**src/rtl/wb_register_file.sv**
```systemverilog
// Writeback mux and 32-entry GPR file for the MIPS pipeline.
// Two combinational read ports with optional same-cycle WB-to-ID bypass.
module wb_register_file #(
   parameter int DATA_WIDTH = 32,
   parameter int ADDR_WIDTH = 5,
   parameter bit BYPASS_EN  = 1'b1
) (
   input  logic                  clk,
   input  logic                  rst,
   input  logic [DATA_WIDTH-1:0] read_data_wb,
   input  logic [DATA_WIDTH-1:0] alu_result_wb,
   input  logic [ADDR_WIDTH-1:0] write_reg_addr_wb,
   input  logic                  ctrl_MemToReg_wb,
   input  logic                  ctrl_RegWrite_wb,
   input  logic [ADDR_WIDTH-1:0] read_addr1,
   input  logic [ADDR_WIDTH-1:0] read_addr2,
   output logic [DATA_WIDTH-1:0] read_data1,
   output logic [DATA_WIDTH-1:0] read_data2,
   output logic [DATA_WIDTH-1:0] write_back_data
);

   localparam int DEPTH = 2 ** ADDR_WIDTH;

   logic [DATA_WIDTH-1:0] regs_q [DEPTH];
   logic [DATA_WIDTH-1:0] regs_d [DEPTH];
   logic                  write_en;

   assign write_back_data = ctrl_MemToReg_wb ? read_data_wb : alu_result_wb;

   // Register 0 never takes a write, so it stays at its reset value of zero.
   assign write_en = ctrl_RegWrite_wb && (write_reg_addr_wb != '0);

   always_comb begin
      regs_d = regs_q;
      if (write_en) begin
         regs_d[write_reg_addr_wb] = write_back_data;
      end
   end

   always_ff @(posedge clk or posedge rst) begin
      if (rst) begin
         for (int i = 0; i < DEPTH; i++) begin
            regs_q[i] <= '0;
         end
      end else begin
         regs_q <= regs_d;
      end
   end

   // Reset forces both ports to zero even while a bypass would match.
   always_comb begin
      read_data1 = regs_q[read_addr1];
      if (rst || (read_addr1 == '0)) begin
         read_data1 = '0;
      end else if (BYPASS_EN && write_en && (read_addr1 == write_reg_addr_wb)) begin
         read_data1 = write_back_data;
      end
   end

   always_comb begin
      read_data2 = regs_q[read_addr2];
      if (rst || (read_addr2 == '0)) begin
         read_data2 = '0;
      end else if (BYPASS_EN && write_en && (read_addr2 == write_reg_addr_wb)) begin
         read_data2 = write_back_data;
      end
   end

endmodule

```
**config.mk**
```make
export PLATFORM = sky130hd
export DESIGN_NAME = wb_register_file
export DESIGN_NICKNAME = d
export VERILOG_FILES = /design/src/rtl/wb_register_file.sv
export SDC_FILE = /design/constraint.sdc
export NUM_CORES = 2
export LEC_CHECK = 0
export ABC_AREA = 1
export CAP_MARGIN = 20
export CORE_ASPECT_RATIO = 2
export CORE_MARGIN = 3
export CORE_UTILIZATION = 40
export CTS_BUF_LIST = sky130_fd_sc_hd__clkbuf_4 sky130_fd_sc_hd__clkbuf_8
export CTS_CLUSTER_SIZE = 10
export DETAILED_ROUTE_END_ITERATION = 8
export GPL_ROUTABILITY_DRIVEN = 1
export PLACE_DENSITY = 0.55
export SLEW_MARGIN = 0
export SYNTH_ARGS = -nofsm -noshare
export SYNTH_HDL_FRONTEND = slang
export SYNTH_SLANG_ARGS = --single-unit
```
**constraint.sdc**
```tcl
create_clock -name clk -period 68.3 [get_ports clk]
set_input_delay 13.66 -clock clk [delete_from_list [all_inputs] [get_ports clk]]
set_output_delay 13.66 -clock clk [all_outputs]
set_load 0.05 [all_outputs]
```
Yosys cells after proc, flatten, opt, wreduce, memory -nomap -nowiden

Index checks and enable logic that the tools add are counted.

Register bits after elaboration: 1,024
Bits of input ports: 83
Output and inout port bits: 96
Logic and storage cells: 64

Magnitude comparators: 4
Equality and inequality tests: 2
Mux-type cells: 14
Bitwise operators: 3
Reduce and logical (&&, ||, !) cells: 9

Operator list:

| cell                                                        | number |
|---|---|
| bitwise mux 1024 bit                                        | 1 |
| binary-select mux 32 bit (select 5 bit)                     | 2 |
| two-way mux 32 bit                                          | 10 |
| demux 32 bit (select 5 bit)                                 | 1 |
| >= comparator 6 bit (second input constant)                 | 3 |
| inverter 5 -> 6 bit                                         | 3 |
| == test 5 bit                                               | 2 |
| zero test 5 bit                                             | 2 |
| less-than comparator 6 x 1 -> 1 bit (second input constant) | 1 |
| nonzero test 5 bit                                          | 1 |
| logical AND 1 bit                                           | 4 |
| logical OR 1 bit                                            | 2 |

Logic depth before layout (Yosys ltp)

Word-level depth: 6
Gate-level depth with buffers: 12
Gate-level depth less buffers: 9

Least setup slack after synthesis

Ideal clock, no wire load.

Path type: input-to-output
From: input port rst
To: output port read_data2[10]
Data arrival time: 36,662 ps
Required time: 54,640 ps
Setup slack: 17,978 ps
Stages: 6
Path buffers: 1
Cells stage by stage: inv_1 -> nand2_1 -> inv_1 -> clkbuf_1 -> nand2_1 -> a21oi_1

Cells in the longest elaborated chain, start to end: 2

RTL lines:

| item               | RTL line | source |
|---|---|---|
| start: declaration | 9        | `input logic rst,` |
| logical OR 1 bit   | 62       | `if (rst \|\| (read_addr2 == '0)) begin` |
| two-way mux 32 bit | 62       |  |
| end: declaration   | 18       | `output logic [DATA_WIDTH-1:0] read_data2,` |

Every way passes these cells.

Final worst setup path

From: input port read_addr2[0]
To: output port read_data2[19]

Cells in the longest elaborated chain, start to end: 6
Elaborated cells between the ends (all ways): 10
Classes of those cells: eq/ne (1); mux (5); bitwise (1); reduce/logical (3)

RTL lines:

| item                                                  | RTL line | source |
|---|---|---|
| start: declaration                                    | 16       | `input logic [ADDR_WIDTH-1:0] read_addr2,` |
| inverter 5 -> 6 bit (not written as such)             | 61       | `read_data2 = regs_q[read_addr2];` |
| binary-select mux 32 bit (select 5 bit)               | 61       |  |
| two-way mux 32 bit (not written as such) (2 in a row) | 61       |  |
| two-way mux 32 bit                                    | 64       | `end else if (BYPASS_EN && write_en && (read_addr2 == write_reg_addr_wb)) begin` |
| two-way mux 32 bit *                                  | 62       |  |

Every way passes the cells marked *; elsewhere a longest branch is shown, timed or not. The select of a mux whose other input is x is not followed.

==> impl_metrics.ini <==
[setup_path]
crit_buf_inv = 6
cp_slowest_cell = clkdlybuf4s50_1
path_common_cell = nand2_1
startpoint_type = input pin
worstReg2RegStart = regs_q[736]
slowest_delay_ns = 0.96
endpoint_kind = output pin
rrSetupSlack_ns = 67.49
critical_path.top_delay_family = buffers and inverters
crit_chain = buf_8 > inv_8 > buf_4 > buf_4 > buf_4 > nand2_1 > nand3_1 > nand2_1 > nor2_1 > nand2_1 > nand3_1 > nand2_1 > a21oi_1 > clkdlybuf4s50_1
crit_path_max_fanout = 72
critPathKind = in2out
required_ns = 54.64
r2r_end = regs_q[736]
worst_r2r_path_depth = 2
worstPathArrival_ns = 18.76

[floorplanning]
initial_core_util = 0.4043
fp.dieH_um = 554.6
coreArea_sq_mm = 0.1489
die_w_um = 280.3
dieArea_sq_mm = 0.1555
std_cell_rows = 200
io_pins = 179

[worst_hold_path]
hold_path_class = reg2reg
min_from = regs_q[992]
whs_path_depth = 0
min_to = regs_q[992]

[routing]
avgViaCountPerCell = 5.575
first_pass_iters = 7
dr_wl_met2_um = 122600
drt-initial-drc-count = 6982
wl_met1_um = 100500
routed-wl-met3_um = 22650
wire_per_inst_um = 23.65
wirelength_um = 263200
vias = 62050
routed.top_layer = met5
ant_nets = 0
drc = 0

[clock_tree]
ctsResizeCount = 0
cts-htree-levels = 4
post-cts-setup-buffers = 0
clk-insertion-delay-late_ns = 0.90
clkTransAtPathRegs_ns = 0.06
cts_tree = yes
numClockSinks = 1024
cts.path.max_buffers = 4
cts-buffers-inserted = 169
cts_hold_buffers = 0
cts-root-buf = clkbuf_8

[power]
leakagePower_nw = 32.49
finalPower_mw = 1.884
p_per_area_mw_per_mm2 = 28.36
ir_drop_v = 0.00001165

[sta]
whs_ns = 0.3981
max_freq_mhz = 30.85
fin_skew_ns = 0
min_period_ns = 32.42
min_period_over_period = 0.4746
timing_hold_violations_final = 0
final.setup.tns_ns = 0
setup_violations = 0
rsz0062_at_grt = false
slew_viol_final = 0
tightest_slew_ns = 1.173
max_slew_margin = 0.2159
setup_slack_ns = 35.88

[synthesis]
synth-edff-count = 0
synth_top_cell_by_area = dfrtp_1
synth.cell_area_sq_mm = 0.06020
ys_seq_elements = 1024
synth_warnings = 0
synth_cell_types = 22
syn_inst = 9340
async_reset_ff_frac = 1.000
synth_ff_type = dfrtp_1
synth_top_cells_by_area = dfrtp_1 43%, nand2_1 22%, nand3_1 9.9%
avgSynthCellArea_sq_um = 6.445
synth_top_area_frac = 0.4257
ys_seq_area_frac = 0.4257
synth.net_count = 9423

[grt]
grtUsageTotal = 0.3338
antenna_found_initial = 10
grt_pass1_wl_um = 388000
first_global_vias = 59550
grt_max_degree = 167
grt_overflow = 0

[placement]
dp_hpwl_um = 147200
placed_area_sq_mm = 0.06275
dp_cells = 10830
place_ws_ns = 36.17
globalplace.congestion = 0.8781
io_buffers = 178

[layout]
stdcell_area_sq_mm = 0.06645
area_delta_synth_final_pct = 10.39
layout-drive-gt1-share = 0.05680
mostFrequentLayoutCell = nand2_1
largest_reg_flops = 1024
largest_register = regs_q
ff_latch_area_sq_mm = 0.02562
fill_cells = 15470
postLayoutCoreUtil = 0.4463
finalNetCount = 9168
top_regs = regs_q (1024)
layout_common_cells = 3594 x nand2_1, 1186 x nand3_1, 1024 x dfrtp_1
fin_cells = 11130
multiInputGateArea_sq_mm = 0.02892

[outcome]
status = complete, no violations

[flow_run]
cap_violations = 0
-- worst max-delay path by stage --
| stage | from | to | slack, ns | cells after the start |
|---|---|---|---|---|
| finish | read_addr2[0] | read_data2[19] | 35.88 | 14 |
| detailed placement | read_addr2[0] | read_data2[19] | 36.17 | 14 |
| global route | read_addr2[0] | read_data2[19] | 35.88 | 14 |
| floorplan | rst | read_data2[10] | 17.98 | 6 |
| CTS | read_addr2[0] | read_data2[19] | 36.15 | 14 |
| global placement | read_addr2[0] | read_data2[19] | 36.08 | 14 |
-- where the power goes --
part	switching (mW)	internal (mW)
combinational	0.320	0.146
clock	0.273	0.337
sequential	0.0680	0.740
-- per-layer routing --
layer	GRT usage	vias up
met2	0.5558	3230
met5	0	-
met4	0.1940	4
li1	-	28570
met1	0.4083	29380
met3	0.05258	864
-- worst reg2reg max path, cell delays in order, from the launching register on --
cell	delay (ns)
dfrtp_1	0.41
nand2_1	0.08
o21ai_0	0.13
-- cells in the mapped netlist (5+ instances only) --
master,n
a21oi_1,161
buf_1,63
buf_2,171
buf_4,19
clkbuf_1,505
dfrtp_1,1024
inv_1,724
inv_2,7
nand2_1,3596
nand2_2,14
nand3_1,1187
nor2_1,871
nor2_2,15
nor3_2,7
o21ai_0,899
o21ai_1,62
xnor2_1,5
-- cell families (layout without fill, tap and decap cells) --
logic type,count (synthesis),count (layout),share of synthesized area
simple gates,5698,5698,0.3824
buf+inv,1489,1356,0.09759
xor+xnor,7,7,0.001018
other cells,0,5,0
flops,1024,1024,0.4257
compound gates,1122,1122,0.09328
-- area by class of cell --
| cell class | count | area share |
|---|---|---|
| Tap cell | 1919 | 0.03613 |
| Sequential cell | 1024 | 0.3856 |
| Inverter | 731 | 0.04186 |
| Multi-Input combinational cell | 6827 | 0.4352 |
| Clock buffer | 259 | 0.05016 |
| Timing Repair Buffer | 332 | 0.04549 |
| Antenna cell | 5 | 0.0001883 |
| Clock inverter | 34 | 0.005404 |
No activity file was read; power rests on OpenSTA's default activity.
